==> src/rtl/inst_fetch_pkg.sv <==
// rtl/inst_fetch_pkg.sv - shared states, halt encoding and instruction field positions for inst_fetch
package inst_fetch_pkg;

  typedef enum logic [2:0] {
    ST_IDLE  = 3'd0,
    ST_FETCH = 3'd1,
    ST_CHECK = 3'd2,
    ST_RUN   = 3'd3,
    ST_HALT  = 3'd4,
    ST_PAUSE = 3'd5
  } state_e;

  localparam logic [15:0] HALT_WORD_DEF = 16'hFFFF;

  localparam int DST_MSB  = 15;
  localparam int DST_LSB  = 13;
  localparam int SRC_MSB  = 12;
  localparam int SRC_LSB  = 10;
  localparam int SEL_MSB  = 6;
  localparam int SEL_LSB  = 3;
  localparam int MODE_BIT = 2;

  function automatic logic [2:0] inst_dst(input logic [15:0] inst);
    return inst[DST_MSB:DST_LSB];
  endfunction

endpackage

==> src/rtl/inst_fetch_if.sv <==
// rtl/inst_fetch_if.sv - programming, start/done handshake and status bundle between fetcher and its environment
interface inst_fetch_if #(
  parameter int AW = 4
);
  logic          prog_we;
  logic [AW-1:0] prog_addr;
  logic [15:0]   prog_data;
  logic          start;
  logic          done;
  logic [15:0]   d_inst;
  logic          run;
  logic [AW-1:0] pc;
  logic          busy;
  logic          halted;
  logic [7:0]    retired;

  modport master (
    output prog_we, prog_addr, prog_data, start, done,
    input  d_inst, run, pc, busy, halted, retired
  );

  modport slave (
    input  prog_we, prog_addr, prog_data, start, done,
    output d_inst, run, pc, busy, halted, retired
  );
endinterface

==> src/rtl/inst_mem.sv <==
// rtl/inst_mem.sv - DEPTHx16 program store, synchronous write, registered read held between fetches
module inst_mem #(
  parameter int DEPTH = 16,
  parameter int AW    = $clog2(DEPTH)
) (
  input  logic          clk,
  input  logic          reset,
  input  logic          we,
  input  logic [AW-1:0] waddr,
  input  logic [15:0]   wdata,
  input  logic          re,
  input  logic [AW-1:0] raddr,
  output logic [15:0]   rdata
);
  logic [15:0] mem [DEPTH];
  logic [15:0] rdata_d, rdata_q;

  always_ff @(posedge clk) begin
    if (we) mem[waddr] <= wdata;
  end

  // The read register doubles as the instruction latch, so it only loads on a fetch.
  always_comb begin
    rdata_d = rdata_q;
    if (re) rdata_d = mem[raddr];
  end

  always_ff @(posedge clk or posedge reset) begin
    if (reset) rdata_q <= '0;
    else       rdata_q <= rdata_d;
  end

  assign rdata = rdata_q;
endmodule

==> src/rtl/inst_fetch.sv <==
// rtl/inst_fetch.sv - instruction sequencer feeding the S0/S1/S2 controller; INST_FETCH_SINGLE_STEP_EN adds step_mode/step and PAUSE
module inst_fetch
  import inst_fetch_pkg::*;
#(
  parameter int          DEPTH     = 16,
  parameter int          AW        = $clog2(DEPTH),
  parameter logic [15:0] HALT_WORD = HALT_WORD_DEF
) (
  input  logic       clk,
  input  logic       reset,
`ifdef INST_FETCH_SINGLE_STEP_EN
  input  logic       step_mode,
  input  logic       step,
`endif
  inst_fetch_if.slave bus
);
  state_e        state_d, state_q;
  logic [AW-1:0] pc_d, pc_q;
  logic [7:0]    retired_d, retired_q;
  logic          mem_we;
  logic [15:0]   mem_rdata;

  inst_mem #(.DEPTH(DEPTH), .AW(AW)) u_mem (
    .clk   (clk),
    .reset (reset),
    .we    (mem_we),
    .waddr (bus.prog_addr),
    .wdata (bus.prog_data),
    .re    (state_q == ST_FETCH),
    .raddr (pc_q),
    .rdata (mem_rdata)
  );

  always_comb begin
    state_d   = state_q;
    pc_d      = pc_q;
    retired_d = retired_q;
    mem_we    = bus.prog_we && (state_q == ST_IDLE || state_q == ST_HALT);
    case (state_q)
      ST_IDLE, ST_HALT: begin
        if (bus.start) begin
          state_d   = ST_FETCH;
          pc_d      = '0;
          retired_d = '0;
        end
      end
      ST_FETCH: state_d = ST_CHECK;
      ST_CHECK: state_d = (mem_rdata == HALT_WORD) ? ST_HALT : ST_RUN;
      ST_RUN: begin
        if (bus.done) begin
          retired_d = (retired_q == 8'hFF) ? retired_q : retired_q + 8'd1;
          if (pc_q == AW'(DEPTH - 1)) begin
            state_d = ST_HALT;
          end else begin
            pc_d    = pc_q + 1'b1;
`ifdef INST_FETCH_SINGLE_STEP_EN
            state_d = step_mode ? ST_PAUSE : ST_FETCH;
`else
            state_d = ST_FETCH;
`endif
          end
        end
      end
`ifdef INST_FETCH_SINGLE_STEP_EN
      ST_PAUSE: if (step) state_d = ST_FETCH;
`endif
      default: state_d = ST_IDLE;
    endcase
  end

  always_ff @(posedge clk or posedge reset) begin
    if (reset) begin
      state_q   <= ST_IDLE;
      pc_q      <= '0;
      retired_q <= '0;
    end else begin
      state_q   <= state_d;
      pc_q      <= pc_d;
      retired_q <= retired_d;
    end
  end

  // run is decoded straight from the state flop so reset drops it without waiting for a clock.
  assign bus.run     = (state_q == ST_RUN);
  assign bus.busy    = (state_q == ST_FETCH) || (state_q == ST_CHECK) ||
                       (state_q == ST_RUN)   || (state_q == ST_PAUSE);
  assign bus.halted  = (state_q == ST_HALT);
  assign bus.d_inst  = mem_rdata;
  assign bus.pc      = pc_q;
  assign bus.retired = retired_q;
endmodule
==> src/flat_wrapper.sv <==
// flat-port wrapper written by rule: the top's interface ports become plain ports
module inst_fetch_flat import inst_fetch_pkg::*;
#(
  parameter int          DEPTH     = 16,
  parameter int          AW        = $clog2(DEPTH),
  parameter logic [15:0] HALT_WORD = HALT_WORD_DEF
)
  (clk, reset, bus_prog_we, bus_prog_addr, bus_prog_data, bus_start, bus_done, bus_d_inst, bus_run, bus_pc, bus_busy, bus_halted, bus_retired);
  inst_fetch_if #(.AW(AW)) bus_i ();
  input  logic clk;
  input  logic reset;
  input wire logic [$bits(bus_i.prog_we)-1:0] bus_prog_we;
  input wire logic [$bits(bus_i.prog_addr)-1:0] bus_prog_addr;
  input wire logic [$bits(bus_i.prog_data)-1:0] bus_prog_data;
  input wire logic [$bits(bus_i.start)-1:0] bus_start;
  input wire logic [$bits(bus_i.done)-1:0] bus_done;
  output wire logic [$bits(bus_i.d_inst)-1:0] bus_d_inst;
  output wire logic [$bits(bus_i.run)-1:0] bus_run;
  output wire logic [$bits(bus_i.pc)-1:0] bus_pc;
  output wire logic [$bits(bus_i.busy)-1:0] bus_busy;
  output wire logic [$bits(bus_i.halted)-1:0] bus_halted;
  output wire logic [$bits(bus_i.retired)-1:0] bus_retired;
  assign bus_i.prog_we = bus_prog_we;
  assign bus_i.prog_addr = bus_prog_addr;
  assign bus_i.prog_data = bus_prog_data;
  assign bus_i.start = bus_start;
  assign bus_i.done = bus_done;
  assign bus_d_inst = bus_i.d_inst;
  assign bus_run = bus_i.run;
  assign bus_pc = bus_i.pc;
  assign bus_busy = bus_i.busy;
  assign bus_halted = bus_i.halted;
  assign bus_retired = bus_i.retired;
  inst_fetch #(.DEPTH(DEPTH), .AW(AW), .HALT_WORD(HALT_WORD)) u_core (.clk(clk), .reset(reset), .bus(bus_i));
endmodule
==> config.mk <==
export PLATFORM = sky130hd
export DESIGN_NAME = inst_fetch_flat
export DESIGN_NICKNAME = d
export VERILOG_FILES = /design/src/rtl/inst_fetch_pkg.sv /design/src/rtl/inst_fetch_if.sv /design/src/rtl/inst_mem.sv /design/src/rtl/inst_fetch.sv /design/src/flat_wrapper.sv
export SDC_FILE = /design/constraint.sdc
export NUM_CORES = 1
export LEC_CHECK = 0
export BUFFER_PORTS_ARGS = -buffer_cell sky130_fd_sc_hd__buf_2
export CAP_MARGIN = 20
export CORE_ASPECT_RATIO = 0.75
export CORE_MARGIN = 5
export CORE_UTILIZATION = 60
export DETAILED_ROUTE_END_ITERATION = 12
export PLACE_DENSITY = 0.85
export SYNTH_ARGS = -nofsm -noshare
export SYNTH_HDL_FRONTEND = slang
export SYNTH_SLANG_ARGS = --single-unit
==> constraint.sdc <==
create_clock -name clk -period 3.3 [get_ports clk]
set_clock_uncertainty 0.05 [all_clocks]
set_input_delay 0.66 -clock clk [delete_from_list [all_inputs] [get_ports clk]]
set_output_delay 0.66 -clock clk [all_outputs]
set_load 0.005 [all_outputs]
### Word level (Yosys, flattened, before mapping)

Memories as Yosys holds them, arrays and structs flattened. A register that Yosys moved wholly into a read port is not among the register bits.
Index checks and enable logic that the tools add are counted.

* register bits after elaboration: 15
* memory bits (writable): 256
* word-level logic and storage cells: 44
* memories kept: 1

Memories
* u_core.u_mem.mem: depth 16, width 16, rd ports 1, clocked after Yosys merged registers in 1, wr ports 1, RTL line inst_mem.sv:15 `logic [15:0] mem [DEPTH];`

* $add $sub $neg: 2
* equality and inequality tests: 12
* multiplexer cells: 15
* reductions and logical operators: 11

Operators with widths (count)
* 8-bit two-way mux: 3
* 16-bit == test, second input constant: 1
* 8-bit one-hot mux with 2 select lines: 1
* 3-bit two-way mux: 4
* 4-bit two-way mux: 3
* 3-bit one-hot mux with 4 select lines: 1
* 8-bit by 1-bit adder with 8-bit output, second input constant: 1
* 8-bit == test, second input constant: 1
* 2-bit != test, second input constant: 4
* 4-bit one-hot mux with 2 select lines: 1
* 4-bit AND reduction: 2
* 3-bit by 2-bit == test with 1-bit output, second input constant: 2
* 3-bit == test, second input constant: 2
* 4-bit by 1-bit adder with 4-bit output, second input constant: 1
* 4-bit == test, second input constant: 1
* 1-bit logical OR: 4
* 3-bit by 1-bit == test with 1-bit output, second input constant: 1
* 3-bit zero test: 1
* 1-bit two-way mux: 2
* 2-bit AND reduction: 1
* 2-bit nonzero test: 1
* 2-bit OR reduction: 1
* 1-bit logical AND: 1

### Depth between registers and ports, before layout

* word-level depth: 5
* gate-level depth with buffers: 7

### Hierarchy

A second synthesis with hierarchy kept.

* cells, all modules: 561
* area, all modules: 11473.5 um^2

By module, submodules not included
* inst_mem: instances 1, cells each 453, area each 10467.5 um^2, sequential area each 8087.8 um^2
* inst_fetch: instances 1, cells each 108, area each 1006.0 um^2, sequential area each 375.4 um^2

### Worst setup path after synthesis

OpenSTA, ideal clock, no wires.

* kind: register -> register
* start point: register u_core.state_q[0]
* end point: memory u_core.u_mem.mem[0][0], enable pin
* library setup time: 0.409 ns
* arrival: 2.423 ns
* data required time: 2.841 ns
* path slack: 0.418 ns
* cell stages (with the launch flop): 6
* path through: dfrtp_1 -> buf_2 -> nor2_1 -> nand2_1 -> or3_1 -> nor3_1

* word-level cells in the longest chain between the ends: 5
* elaborated cells on any way between the ends: 6
* classes of those cells: eq/ne (1); mux (2); reduce/logical (3)

Ends and longest elaborated chain
* start, declared: RTL line inst_fetch.sv:17 `state_e state_d, state_q;`
* start signal, assigned: RTL line inst_fetch.sv:77 `state_q <= state_d;`
* 3-bit == test / 3-bit zero test (equally long branches): RTL line inst_fetch.sv:38 `mem_we = bus.prog_we && (state_q == ST_IDLE || state_q == ST_HALT);`
* 1-bit logical OR (*): RTL line inst_fetch.sv:38
* 1-bit logical AND (*): RTL line inst_fetch.sv:38
* 1-bit two-way mux (*): RTL line inst_mem.sv:19 `if (we) mem[waddr] <= wdata;`
* 1-bit two-way mux (not written as such) (*): RTL line inst_mem.sv:19
* end, declared: RTL line inst_mem.sv:15

Every way passes the cells marked *; elsewhere a longest branch is shown, timed or not.

### Worst setup path after layout

* start point: register u_core.pc_q[1] (netlist: u_core.bus.pc[1])
* end point: output bus_pc[1]

RTL lines
* start, declared: RTL line inst_fetch.sv:18 `logic [AW-1:0] pc_d, pc_q;`
* start signal, assigned: RTL line inst_fetch.sv:78 `pc_q <= pc_d;`
* end, declared: RTL line flat_wrapper.sv:19 `output wire logic [$bits(bus_i.pc)-1:0] bus_pc;`

No word-level cell between the ends.

==> impl_results.md <==
- Run status: finished clean
- Total grt overflow: 0
- Hold WC Path Type: in2async
- Internal: 7160 uW
- RSZ-0062 raised after global routing: no
- Initial antenna violation count: 1
- Pre-antenna DRT Iters: 7
- Largest net degree at the start of global routing: 57
- Final setup fails: 0
- Vias in the first global route: 6279
- Global-route wire length before repair: 39.3 mm
- Final hold violations: 0
- Layout area overhead: 13.3%
- Slew at the pin with the worst max-slew slack: 1.00 ns
- Total power: 9910 uW
- Wire per inst: 28.0 microns
- Total CTS buffers: 26
- Fin Setup TNS: 0 ns
- Post-synth cell types: 55
- Pins over their slew limit: 0
- Setup crit end kind: output port
- Post_cts resized: 0
- Combinational cell fraction of total power: 0.224
- Initial Utilization: 0.616
- Global-route track usage on met2: 0.378
- Switching share of power: 0.278
- Critical Path, Cell by Cell: buf_4 > buf_2
- Post-Syn Area: 0.0115 sq mm
- Met1 Use GR: 0.367
- GR peak layer: met2
- RR Endpoint: u_core.u_mem.mem[9][14]
- Die ar.: 0.0220 sq mm
- CP peak stage delay: 0.99 ns
- Fmax: 0.347 GHz
- Worst path top cell family by delay: flip-flops
- Placer Congestion: 0.831
- Inserted Diodes: 0
- Buf+Inv Stages, Crit Path: 2
- R2R depth: 3
- Worst Path Arrival: 2.18 ns
- Antenna Nets Post-Route: 0
- Synthesized Nets: 611
- Worst R2R Start: u_core.state_q[0]
- Pwr per Cell Area: 763 mW/mm^2
- Number of H-tree levels: 1
- Flop-to-flop setup slack: 0.57 ns
- Port Buffers: 55
- Layout cell share with drive strength beyond 1: 0.300
- Pre-CTS setup slack: 0.695 ns
- CTS tree: built
- DR vias: 6244
- Clk pwr share: 0.312
- Synthesized instance count: 584
- Area leader, netlist: edfxtp_1
- GR Layer Usage met3: 0.0461
- Number of synthesized flops with an enable pin: 256
- Total wire length: 26.1 mm
- Ratio of final minimum period to clock period: 0.874
- Detailed placement HPWL: 15.7 mm
- Share of the synthesized area in the top cell type: 0.671
- Syn Area/Cell: 19.6 sq um
- Max_slew headroom: 0.330
- NetSw: 2750 uW
- FF+latch count, synth: 287
- Worst-path clk slew: 0.06 ns
- Register area share after synthesis: 0.739
- Initial DRC Count: 860
- Via-to-Cell Ratio: 6.71
- Die W: 170 microns
- Placed Area: 0.0121 sq mm
- Clock buffer depth: 3
- Die Y: 130 microns
- Max_cap viols: 0
- Peak supply drop: 0.000530 V
- Startpoint Class: flip-flop
- Fin crit period: 2.89 ns
- Site Rows: 43
- Worst hold margin: 0.147 ns
- Synth warn: 0
- Setup CP Type: reg2out
- I/O pin cnt: 56
- Setup WS post-layout: 0.415 ns
- Hold_buf cts: 0
- DR DRC count: 0
- GRT Overall Usage: 0.242
- Postcts setup bufs: 0
- Lkg Pwr: 0.00438 uW
- Cell area after layout: 0.0130 sq mm
- Data required, critical path: 2.59 ns
- Critical path's slowest cell: dfrtp_4
- Synth top area cells: edfxtp_1, mux4_2, dfrtp_1
- Worst Path Max Fanout: 56
- Root Buffer: clkbuf_16
- # fillers: 1115
- Clk_lat worst skew: 0.52 ns
- Clock sinks: 287
- Primary FF master, synth: edfxtp_1
- Share of synthesized registers carrying an async set or reset: 0.108
- Sequential fraction of design power: 0.464
- Final #Nets: 693
- Core ar.: 0.0186 sq mm
final cells by class:
cell class,count,area (sq um),share of cell area
Tap cell,247,309,0.0238
Sequential cell,287,8470,0.653
Clock inverter,12,160,0.0123
Inverter,5,18.8,0.00145
Multi-Input combinational cell,260,2780,0.214
Clock buffer,34,712,0.0548
Timing Repair Buffer,86,533,0.0411
kinds of logic after synthesis:
family / after synthesis / synth area share
adder cells (fa/ha/maj): 2 / 0.00218
AND/OR/NAND/NOR: 110 / 0.0496
flip-flops: 287 / 0.739
multiplexers: 93 / 0.150
AO/OA/AOI/OAI: 55 / 0.0372
buffers and inverters: 37 / 0.0224
cells in the mapped netlist (all sizes together) (2+ instances only):
cell type	number
a2bb2oi	2
nand3b	4
nand4b	2
and2	3
o211ai	5
nand3	15
nor3b	4
nor3	9
o311ai	3
o31ai	3
o21ai	7
nand2b	8
a31oi	2
a21o	2
o41ai	2
mux2i	17
nor4	2
ha	2
nand2	20
a221o	10
nor2b	3
mux2	17
inv	5
and3	3
nor2	27
buf	21
nand4	5
dfrtp	31
clkbuf	11
edfxtp	256
a21oi	5
o22a	2
mux4	59
layer usage:
layer / vias to the layer above / part of all wire
li1: 2575 / -
met1: 3186 / 0.40
met2: 425 / 0.48
met3: 56 / 0.10
met4: 2 / 0.018
met5: - / 0.00050
sequential cells by signal, indices dropped and copies added, names as in the netlist:
signal,cells
u_core.bus.pc,4
u_core.u_mem.mem,256
u_core.u_mem.rdata,16
u_core.bus.retired,8
u_core.state_q,3
cell usage in the layout (no fill, tap or decap), types with 3 or more instances in the layout:
cell and instances:
a21oi_1 5, a221o_1 10, and2_1 3, and3_1 3, buf_2 55, buf_4 29
bufinv_16 4, clkbuf_1 6, clkbuf_16 27, clkinv_1 4, dfrtp_1 28, edfxtp_1 256
inv_1 5, mux2_2 17, mux2i_1 17, mux4_1 8, mux4_2 51, nand2_1 20
nand2b_1 8, nand3_1 15, nand3b_1 4, nand4_1 5, nor2_1 21, nor2_2 6
nor2b_1 3, nor3_1 5, nor3_2 4, nor3b_1 4, o211ai_1 5, o21ai_0 7
o311ai_0 3, o31ai_1 3
through the flow:
stage | std cells | utilization
2_1_floorplan | 584 | -
3_3_place_gp | 884 | 0.649
3_5_place_dp | 884 | 0.649
4_1_cts | 930 | 0.696
5_1_grt | 931 | 0.697
6_report | 931 | 0.697
worst reg2reg max path: cells and delay by family, from the launching register on:
family           cells  cell delay, ns
DFF                  1            0.50
and+or+nand+nor      3            1.79
power by group through the flow:
stage | Clock, uW | Sequential (uW) | Combinational (uW)
5_1_grt | 3280 | 4650 | 2350
2_1_floorplan | 0 | 4330 | 1850
3_3_place_gp | 0 | 4720 | 2010
6_report | 3090 | 4600 | 2220
3_5_place_dp | 0 | 4740 | 2100
4_1_cts | 3130 | 4670 | 2140
worst max path at each step:
| stage | to | slack [ns] | start | cells after the start |
|---|---|---|---|---|
| 2_1_floorplan | u_core.u_mem.mem[0][0] | 0.42 | u_core.state_q[0] | 5 |
| 3_3_place_gp | u_core.u_mem.mem[14][6] | 0.81 | u_core.state_q[0] | 4 |
| 3_5_place_dp | u_core.u_mem.mem[9][14] | 0.70 | u_core.state_q[0] | 3 |
| 4_1_cts | bus_pc[1] | 0.42 | u_core.bus.pc[1] | 2 |
| 5_1_grt | bus_pc[1] | 0.32 | u_core.bus.pc[1] | 2 |
| 6_report | bus_pc[1] | 0.41 | u_core.bus.pc[1] | 2 |
(Power assumes the default switching activity.)
